===== src/rtl/spiral_multi_gen_if.sv =====
// spiral_multi_gen_if: pixel/control bus for spiral_multi_gen.
// master drives pattern_enable, x, y, active, next_frame, step_size, dir,
// palette_cycle; slave returns rgb, rot_angle, reversing.
interface spiral_multi_gen_if #(
   parameter int ANGLE_W = 6
);
   logic               pattern_enable;
   logic [9:0]         x;
   logic [9:0]         y;
   logic               active;
   logic               next_frame;
   logic [2:0]         step_size;
   logic               dir;
   logic               palette_cycle;
   logic [5:0]         rgb;
   logic [ANGLE_W-1:0] rot_angle;
   logic               reversing;
   modport master (
      output pattern_enable, x, y, active, next_frame, step_size, dir, palette_cycle,
      input  rgb, rot_angle, reversing
   );
   modport slave (
      input  pattern_enable, x, y, active, next_frame, step_size, dir, palette_cycle,
      output rgb, rot_angle, reversing
   );
endinterface


===== src/rtl/spiral_multi_gen.sv =====
// spiral_multi_gen: rotating multi-arm spiral with braked reversal and palette cycling.
// Ports: clk, rst_n (async active-low), bus (slave): pixel x/y/active, frame tick
// controls in, registered rgb plus rot_angle/reversing observation out.
module spiral_multi_gen #(
   parameter int NUM_ARMS     = 6,
   parameter int ANGLE_W      = 6,
   parameter int CENTER_X     = 320,
   parameter int CENTER_Y     = 240,
   parameter int RADIUS_SHIFT = 4,
   parameter int MIN_RADIUS   = 20,
   parameter int PAL_DIV      = 2
) (
   input  logic                clk,
   input  logic                rst_n,
   spiral_multi_gen_if.slave   bus
);
   typedef enum logic [1:0] {RUN = 2'd0, BRAKE = 2'd1, RAMP = 2'd2} state_t;
   localparam logic [9:0]  CX = 10'(CENTER_X);
   localparam logic [9:0]  CY = 10'(CENTER_Y);
   localparam logic [10:0] MR = 11'(MIN_RADIUS);
   localparam logic [3:0]  NA = 4'(NUM_ARMS);
   localparam logic [5:0]  LUT [8] = '{6'b010001, 6'b100011, 6'b111010, 6'b001110,
                                       6'b011101, 6'b101111, 6'b110100, 6'b000111};
   state_t               state_q, state_d;
   logic [ANGLE_W+1:0]   acc_q, acc_d;
   logic [2:0]           spd_q, spd_d;
   logic                 cur_dir_q, cur_dir_d;
   logic [PAL_DIV-1:0]   cnt_q, cnt_d;
   logic [2:0]           shift_q, shift_d;
   logic [5:0]           rgb_q, rgb_d;
   logic                 reversing_q, reversing_d;
   logic                 tick;
   logic [3:0]           spd_inc;
   logic                 x_ge, y_ge;
   logic [9:0]           dx, dy;
   logic [10:0]          radius;
   logic [2:0]           sector;
   logic [ANGLE_W-1:0]   angle, phase;
   logic [ANGLE_W+2:0]   prod;
   logic [2:0]           arm, idx;
   logic [3:0]           idx_sum;
   logic                 in_arm;
   // Frame state: speed/direction FSM, accumulator and palette shift.
   always_comb begin
      tick        = bus.pattern_enable && bus.next_frame;
      spd_inc     = {1'b0, spd_q} + 4'd1;
      acc_d       = acc_q;
      spd_d       = spd_q;
      state_d     = state_q;
      cur_dir_d   = cur_dir_q;
      cnt_d       = cnt_q;
      shift_d     = shift_q;
      if (tick) begin
         // Accumulator always uses the speed held before this tick.
         acc_d = cur_dir_q ? acc_q - (ANGLE_W+2)'(spd_q) : acc_q + (ANGLE_W+2)'(spd_q);
         if (state_q == RUN) begin
            if (bus.dir != cur_dir_q) state_d = BRAKE;
            else spd_d = bus.step_size;
         end else if (state_q == BRAKE) begin
            if (spd_q == 3'd0) begin
               cur_dir_d = bus.dir;
               state_d   = RAMP;
            end else begin
               spd_d = spd_q - 3'd1;
               // Request withdrawn before standstill: accelerate again without flipping.
               if (bus.dir == cur_dir_q) state_d = RAMP;
            end
         end else begin
            if (spd_inc >= {1'b0, bus.step_size}) begin
               spd_d   = bus.step_size;
               state_d = RUN;
            end else spd_d = spd_inc[2:0];
         end
         if (bus.palette_cycle) begin
            cnt_d = cnt_q + PAL_DIV'(1);
            if (cnt_d == '0) shift_d = (shift_q == 3'(NUM_ARMS - 1)) ? 3'd0 : shift_q + 3'd1;
         end
      end
      reversing_d = state_d != RUN;
   end
   // Per-pixel geometry: octant sector plus rotation, twisted by radius.
   always_comb begin
      x_ge    = bus.x >= CX;
      y_ge    = bus.y >= CY;
      dx      = x_ge ? bus.x - CX : CX - bus.x;
      dy      = y_ge ? bus.y - CY : CY - bus.y;
      radius  = {1'b0, dx} + {1'b0, dy};
      sector  = {x_ge, y_ge, dx > dy};
      angle   = {sector, {(ANGLE_W-3){1'b0}}} + acc_q[ANGLE_W+1:2];
      phase   = angle - ANGLE_W'(radius >> RADIUS_SHIFT);
      prod    = (ANGLE_W+3)'(phase) * (ANGLE_W+3)'(NUM_ARMS);
      arm     = prod[ANGLE_W+2:ANGLE_W];
      in_arm  = !prod[ANGLE_W-1] && (radius > MR);
      idx_sum = {1'b0, arm} + {1'b0, shift_q};
      idx     = (idx_sum >= NA) ? 3'(idx_sum - NA) : idx_sum[2:0];
      rgb_d   = (bus.pattern_enable && bus.active && in_arm) ? LUT[idx] : 6'd0;
   end
   always_ff @(posedge clk or negedge rst_n) begin
      if (!rst_n) begin
         state_q     <= RUN;
         acc_q       <= '0;
         spd_q       <= '0;
         cur_dir_q   <= 1'b0;
         cnt_q       <= '0;
         shift_q     <= '0;
         rgb_q       <= '0;
         reversing_q <= 1'b0;
      end else begin
         state_q     <= state_d;
         acc_q       <= acc_d;
         spd_q       <= spd_d;
         cur_dir_q   <= cur_dir_d;
         cnt_q       <= cnt_d;
         shift_q     <= shift_d;
         rgb_q       <= rgb_d;
         reversing_q <= reversing_d;
      end
   end
   assign bus.rgb       = rgb_q;
   assign bus.rot_angle = acc_q[ANGLE_W+1:2];
   assign bus.reversing = reversing_q;
endmodule

===== src/flat_wrapper.sv =====
// flat-port wrapper written by rule: the top's interface ports become plain ports
module spiral_multi_gen_flat 
#(
   parameter int NUM_ARMS     = 6,
   parameter int ANGLE_W      = 6,
   parameter int CENTER_X     = 320,
   parameter int CENTER_Y     = 240,
   parameter int RADIUS_SHIFT = 4,
   parameter int MIN_RADIUS   = 20,
   parameter int PAL_DIV      = 2
)
  (clk, rst_n, bus_pattern_enable, bus_x, bus_y, bus_active, bus_next_frame, bus_step_size, bus_dir, bus_palette_cycle, bus_rgb, bus_rot_angle, bus_reversing);
  spiral_multi_gen_if #(.ANGLE_W(ANGLE_W)) bus_i ();
  input  logic clk;
  input  logic rst_n;
  input wire logic [$bits(bus_i.pattern_enable)-1:0] bus_pattern_enable;
  input wire logic [$bits(bus_i.x)-1:0] bus_x;
  input wire logic [$bits(bus_i.y)-1:0] bus_y;
  input wire logic [$bits(bus_i.active)-1:0] bus_active;
  input wire logic [$bits(bus_i.next_frame)-1:0] bus_next_frame;
  input wire logic [$bits(bus_i.step_size)-1:0] bus_step_size;
  input wire logic [$bits(bus_i.dir)-1:0] bus_dir;
  input wire logic [$bits(bus_i.palette_cycle)-1:0] bus_palette_cycle;
  output wire logic [$bits(bus_i.rgb)-1:0] bus_rgb;
  output wire logic [$bits(bus_i.rot_angle)-1:0] bus_rot_angle;
  output wire logic [$bits(bus_i.reversing)-1:0] bus_reversing;
  assign bus_i.pattern_enable = bus_pattern_enable;
  assign bus_i.x = bus_x;
  assign bus_i.y = bus_y;
  assign bus_i.active = bus_active;
  assign bus_i.next_frame = bus_next_frame;
  assign bus_i.step_size = bus_step_size;
  assign bus_i.dir = bus_dir;
  assign bus_i.palette_cycle = bus_palette_cycle;
  assign bus_rgb = bus_i.rgb;
  assign bus_rot_angle = bus_i.rot_angle;
  assign bus_reversing = bus_i.reversing;
  spiral_multi_gen #(.NUM_ARMS(NUM_ARMS), .ANGLE_W(ANGLE_W), .CENTER_X(CENTER_X), .CENTER_Y(CENTER_Y), .RADIUS_SHIFT(RADIUS_SHIFT), .MIN_RADIUS(MIN_RADIUS), .PAL_DIV(PAL_DIV)) u_core (.clk(clk), .rst_n(rst_n), .bus(bus_i));
endmodule

===== config.mk =====
export PLATFORM = sky130hd
export DESIGN_NAME = spiral_multi_gen_flat
export DESIGN_NICKNAME = d
export VERILOG_FILES = /design/src/rtl/spiral_multi_gen_if.sv /design/src/rtl/spiral_multi_gen.sv /design/src/flat_wrapper.sv
export SDC_FILE = /design/constraint.sdc
export NUM_CORES = 1
export LEC_CHECK = 0
export ABC_CLOCK_PERIOD_IN_PS = 9350
export CORE_ASPECT_RATIO = 1.75
export CORE_MARGIN = 2
export CORE_UTILIZATION = 56
export DETAILED_ROUTE_END_ITERATION = 8
export PLACE_DENSITY = 0.82
export SLEW_MARGIN = 20
export SYNTH_ARGS = -nofsm -noshare
export SYNTH_HDL_FRONTEND = slang
export SYNTH_SLANG_ARGS = --single-unit

===== constraint.sdc =====
create_clock -name clk -period 9.35 [get_ports clk]
set_input_delay 1.87 -clock clk [delete_from_list [all_inputs] [get_ports clk]]
set_output_delay 1.87 -clock clk [all_outputs]
set_load 0.01 [all_outputs]

======== After elaboration in Yosys (flattened, before gate mapping) ========
Memory sizes are Yosys's and may differ from the RTL's.
Cells that the tools add are included.
W data, S select, Z words.
storage, ports and cells
  bits in registers ....................... 26
  latch bits .............................. 0
  memory bits (writable) .................. 0
  memory bits (read-only) ................. 48
  output and inout port bits .............. 13
  logic and storage cells ................. 73
  memories ................................ 1
memories
  name             depth  bits a word  rd ports  clocked after Yosys merged registers in  write ports  RTL line                RTL
  (no name shown)  8      6            1         0                                        0            spiral_multi_gen.sv:96  rgb_d = (bus.pattern_enable && bus.active && in_arm) ? LUT[idx] : 6'd0;
cells by class
  add/subtract/negate cells ............... 15
  multipliers ............................. 1
  divide/modulo/power cells ............... 0
  magnitude comparators ................... 7
  equality and inequality tests ........... 6
  shifts and indexed selects .............. 0
  mux-type cells .......................... 20
  bitwise gates (word level) .............. 2
  reductions and logical operators ........ 13
operator list
  operator                 number
  $mux W3                  7
  $mux W10                 2
  $mux W6                  3
  $mux W2                  7
  $add A10 B10 Y11         1
  $gt A11 B5 Y1 const B    1
  $ge A10 B8 Y1 const B    1
  $ge A10 B9 Y1 const B    1
  $gt A10 B10 Y1           1
  $sub A10 B8 Y10 const B  1
  $sub A10 B9 Y10 const B  1
  $sub A8 B10 Y10 const A  1
  $sub A9 B10 Y10 const A  1
  $add A8 B3 Y8            1
  $mul A6 B2 Y8 const B    1
  $mux W8                  1
  $sub A8 B3 Y8            1
  $add A6 B6 Y6            1
  $reduce_and A3 Y1        2
  $sub A6 B6 Y6            1
  $add A3 B1 Y4 const B    1
  $add A3 B3 Y4            1
  $ge A4 B3 Y1             1
  $ge A4 B3 Y1 const B     1
  other kinds (20)         24

======== Logic depth before layout (Yosys ltp) ========
  depth after elaboration ................. 14
  depth in mapped cells ................... 35
  depth with buffers taken out ............ 35

======== Least setup slack after synthesis ========
OpenSTA, ideal clock, no wires.
  path kind ............................... input to register
  from .................................... input bus_y[4]
  to ...................................... register u_core.rgb_q[0] (netlist: u_core.bus.rgb[0])
  library setup time ...................... 126 ps
  arrival time ............................ 8683 ps
  setup slack ............................. 541 ps
  stages .................................. 32
  buffers on the path ..................... 2
  cell sequence ........................... ha_1 > a31oi_1 > nand2b_1 > clkbuf_1 > nor3b_1 > a21oi_1 > xor2_1 > ha_1 > buf_6 > or4_1 > or4_1 > o21bai_1 > o32a_1 > fa_1 > ha_1 > a21o_1 > a21oi_1 > xnor2_1 > xnor2_1 > xnor2_1 > inv_1 > ha_1 > a21oi_1 > xor2_1 > ha_1 > a21o_1 > a21oi_1 > nand2_1 > mux2i_1 > ha_1 > a21oi_1 > o31a_2
between the ends
  word-level cells in the longest chain between the ends .. 14
  elaborated cells between the ends (all ways) .. 22
  those cells by class .................... add/sub: 7; mul: 1; order compare: 4; mux: 5; bitwise: 1; reduce/logical: 3; memory: 1
RTL lines
  what                                           RTL line                 RTL
  start, declared                                flat_wrapper.sv:18       input wire logic [$bits(bus_i.y)-1:0] bus_y;
  $sub A8 B10 Y10, or another cell as far along  spiral_multi_gen.sv:86   dy = y_ge ? bus.y - CY : CY - bus.y;
  $mux W10                                       spiral_multi_gen.sv:86
  $gt A10 B10 Y1                                 spiral_multi_gen.sv:88   sector = {x_ge, y_ge, dx > dy};
  $add A6 B6 Y6                                  spiral_multi_gen.sv:89   angle = {sector, {(ANGLE_W-3){1'b0}}} + acc_q[ANGLE_W+1:2];
  $sub A6 B6 Y6                                  spiral_multi_gen.sv:90   phase = angle - ANGLE_W'(radius >> RADIUS_SHIFT);
  $mul A6 B2 Y8                                  spiral_multi_gen.sv:91   prod = (ANGLE_W+3)'(phase) * (ANGLE_W+3)'(NUM_ARMS);
  $add A3 B3 Y4                                  spiral_multi_gen.sv:94   idx_sum = {1'b0, arm} + {1'b0, shift_q};
  $ge A4 B3 Y1 or $sub A3 B3 Y3 (tied branches)  spiral_multi_gen.sv:95   idx = (idx_sum >= NA) ? 3'(idx_sum - NA) : idx_sum[2:0];
  $mux W3                                        spiral_multi_gen.sv:95
  $not A3 Y4 (implied by the code)               spiral_multi_gen.sv:96
  $mem_v2 Z8 W6                                  -
  $mux W6 (implied by the code) (2 in series)    spiral_multi_gen.sv:96
  $mux W6 (*)                                    spiral_multi_gen.sv:96
  named net u_core.rgb_d[0]                      spiral_multi_gen.sv:30   logic [5:0] rgb_q, rgb_d;
  end signal, assigned                           spiral_multi_gen.sv:115  rgb_q <= rgb_d;
  end, declared                                  spiral_multi_gen.sv:30
Mark *: on every way through the listed nets, which the timed path passes. The rest lies on a longest branch. The select of a mux whose other input is x is not followed.
A chain may end at the register's enable or synchronous reset.

======== Final worst setup path ========
  from .................................... input bus_x[0]
  to ...................................... register u_core.rgb_q[0] (netlist: u_core.bus.rgb[0])
between the ends
  word-level cells in the longest chain between the ends .. 14
  elaborated cells between the ends (all ways) .. 22
  those cells by class .................... add/sub: 7; mul: 1; order compare: 4; mux: 5; bitwise: 1; reduce/logical: 3; memory: 1
RTL lines
  what                                           RTL line                RTL
  start, declared                                flat_wrapper.sv:17      input wire logic [$bits(bus_i.x)-1:0] bus_x;
  $sub A9 B10 Y10, or another cell as far along  spiral_multi_gen.sv:85  dx = x_ge ? bus.x - CX : CX - bus.x;
  $mux W10                                       spiral_multi_gen.sv:85
  $gt A10 B10 Y1                                 spiral_multi_gen.sv:88
  $add A6 B6 Y6                                  spiral_multi_gen.sv:89
  $sub A6 B6 Y6                                  spiral_multi_gen.sv:90
  $mul A6 B2 Y8                                  spiral_multi_gen.sv:91
  $add A3 B3 Y4                                  spiral_multi_gen.sv:94
  $ge A4 B3 Y1 or $sub A3 B3 Y3 (tied branches)  spiral_multi_gen.sv:95
  $mux W3                                        spiral_multi_gen.sv:95
  $not A3 Y4 (implied by the code)               spiral_multi_gen.sv:96
  $mem_v2 Z8 W6                                  -
  $mux W6 (implied by the code) (2 in series)    spiral_multi_gen.sv:96
  $mux W6 (*)                                    spiral_multi_gen.sv:96
  named net u_core.rgb_d[0]                      spiral_multi_gen.sv:30
Marked as above.

==> metrics <==
Total GRT Usage=23.9%; pin count of the biggest net entering global routing=27; Crit. path cell count=32; # fillers=slightly below 500; Synth Area per Inst=between 8 and 9 um2; pre-CTS setup slack=0.0435 ns; vias in the first global route=3,130; status=finished clean; Layout Nets=560; num ports=43; die outline height=~110 um; detailed-route via count=between 3,000 and 4,000; r2r startpoint=u_core.acc_q[3]$_DFFE_PN0P_; worst slew pin tran=~0.61 ns; number of synthesized register bits=26; clock root cell=clkbuf_8; synth-to-layout area growth=18.1%; Routed WL=around 8100 um; CP max FO=4; post-route ant nets=0; Net Count, Synth=513; Worst setup SP type=primary input; CTS clk-pin slew, worst paths=roughly 0.090 ns; hold_buf cts=0; Hold Fails Final Rpt=0; Synth async-reset ratio=between 90% and 100%; setup slack after layout=0.352 ns; CP arrival=about 9.2 ns; layout cells sized above 1=a little under a tenth; row count=38; worst hold path type=reg -> reg; die area=about 7000 um2; Netlist Area Pre-Place=roughly 3500 um2; Pins Over Slew Limit=0; CTS tree=done; Reg2Reg Depth=22; top cell type's share of synthesized area=slightly above 20%; DRT iter0 DRCs=between 100 and 150; max-cap violations=0; Worst Setup EP=u_core.bus.rgb[0]$_DFF_PN0_; critical path class=in -> reg; CP dominant cell by count=ha_1; Worst Path Buf+Inv=4; initial antenna violation count=0; period utilisation layout=96.2%; EDFF count, synth=0; DRC=0; global-route wire length before repair=approximately 13,000 um; Routed wire per std cell=approximately 15 um; post-synthesis sequential area ratio=around 18%; Worst Setup SP=bus_x[0]; PortBufs=42; diode count=0; CTS Buf Count=3; Skew-Pair Late Insertion Delay=roughly 0.28 ns; Required @ worst endpoint=roughly 9.5 ns; drt pass-1 iters=4; reg-to-reg endpoint=u_core.bus.rgb[0]$_DFF_PN0_; CP endpoint kind=register; final setup violating endpoints=0; GP Congestion=around 0.84; synth warn=0; Clock Sinks=26; Yosys top cell by area=ha_1; Slowest-stage cell, CP=clkdlybuf4s50_1; crit-path leading delay family=adder cells; min Tclk post-route=around 9.0 ns; Max Freq=0.111 GHz; CTS Buffer Depth=2; CORE AREA=between 6000 and 7000 um2; Via density=around 5.8; Die W=64.0 um; clk_skew=approximately 0.0038 ns; synth cell count leaders=58 x ha_1, 52 x inv_1, 34 x nand2_1; total gr overflow=0; top area cells in the synthesized netlist=ha_1 21%, dfrtp_1 18%, xnor2_1 5.7%; hpwl dp=around 6600 um; Mapped Cells=about 420; Post-synth top flop=dfrtp_1; Starting Density=between 50 and 60%; htree depth=1; R2R Setup Slk=roughly 4.7 ns; Synth cell types=between 60 and 70; Max-slew headroom=between 50% and 60%; CP peak stage delay=0.54 ns; count leader, synth=ha_1
worst min path at each step:
stage	from	endpoint	slack (ns)	depth (start not counted)
floorplan	u_core.acc_q[0]$_DFFE_PN0P_	u_core.acc_q[0]$_DFFE_PN0P_	0.45	2
global placement	u_core.acc_q[0]$_DFFE_PN0P_	u_core.acc_q[0]$_DFFE_PN0P_	0.46	2
detailed placement	u_core.acc_q[0]$_DFFE_PN0P_	u_core.acc_q[0]$_DFFE_PN0P_	0.47	2
CTS	u_core.acc_q[0]$_DFFE_PN0P_	u_core.acc_q[0]$_DFFE_PN0P_	0.49	2
global route	u_core.cnt_q[0]$_DFFE_PN0P_	u_core.cnt_q[0]$_DFFE_PN0P_	0.52	1
finish	u_core.acc_q[0]$_DFFE_PN0P_	u_core.acc_q[0]$_DFFE_PN0P_	0.49	2
worst min-delay path, stage by stage, from the launching register on:
cell     delay, ns
dfrtp_1       0.35
nand2_1       0.05
o21ai_0       0.06
routing by layer:
metal  GRT usage [%]  wire, um
met1            23.1      2930
met2            48.7      4620
met3            1.55       183
met4            12.7       344
met5               0         0
metrics by stage:
step | hold WS, ns | util, % | cell area [um2] | cells | setup TNS, ns
floorplan | 0.450 | - | 3520 | 419 | 0
global placement | 0.463 | 65.7 | 4030 | 539 | 0
detailed placement | 0.471 | 65.7 | 4030 | 539 | 0
CTS | 0.491 | 66.9 | 4100 | 543 | 0
global route | 0.517 | 67.8 | 4160 | 545 | -0.0217
finish | 0.490 | 67.8 | 4160 | 545 | 0
placed cells by master, fill, tap and decap left out, types with 4 or more instances in the layout:
cell type / count
ha_1: 58
inv_1: 52
clkdlybuf4s50_1: 42
nand2_1: 34
dfrtp_1: 26
a21oi_1: 23
xnor2_1: 21
o21ai_0: 21
nor2_1: 17
buf_4: 15
xor2_1: 14
nand2b_1: 11
a21o_1: 10
nand3_1: 10
nor2b_1: 8
mux2i_1: 7
fa_1: 6
nor3_1: 5
o21a_1: 5
nand3b_1: 4
a31oi_1: 4
and2_1: 4
mux2_2: 4
repair_timing:
| action | in CTS | in global routing |
|---|---|---|
| gates resized for setup | 0 | 10 |
| buffers inserted | 0 | 2 |
| setup endpoints to repair | 0 | 3 |
cell families after synthesis:
| group | after synthesis | synth area share (%) |
|---|---|---|
| and+or+nand+nor | 111 | 16.2 |
| AOI/OAI and AO/OA | 102 | 19.9 |
| buffers and inverters | 67 | 8.63 |
| adders and majority gates | 64 | 24.0 |
| xor gates and xnor gates | 37 | 9.20 |
| DFF | 26 | 18.5 |
| muxes | 12 | 3.55 |
sequential cells by signal, indices dropped and copies added (netlist names):
register              flops
u_core.shift_q            3
u_core.bus.reversing      1
u_core.spd_q              3
u_core.acc_q              8
u_core.cur_dir_q          1
u_core.bus.rgb            6
u_core.cnt_q              2
u_core.state_q            2
cell type report:
cell class	count	area, um2	share of cell area (%)
multi-input cells	326	2610	62.7
flip-flops and latches	26	651	15.6
repair buffers	57	533	12.8
inverters	52	195	4.69
well taps	80	100	2.41
clock buffers	3	41.3	0.993
clock inverters	1	30.0	0.722
Power is not shown: default switching activity piles up to over one toggle a cycle in this logic, so the estimate is an artifact.
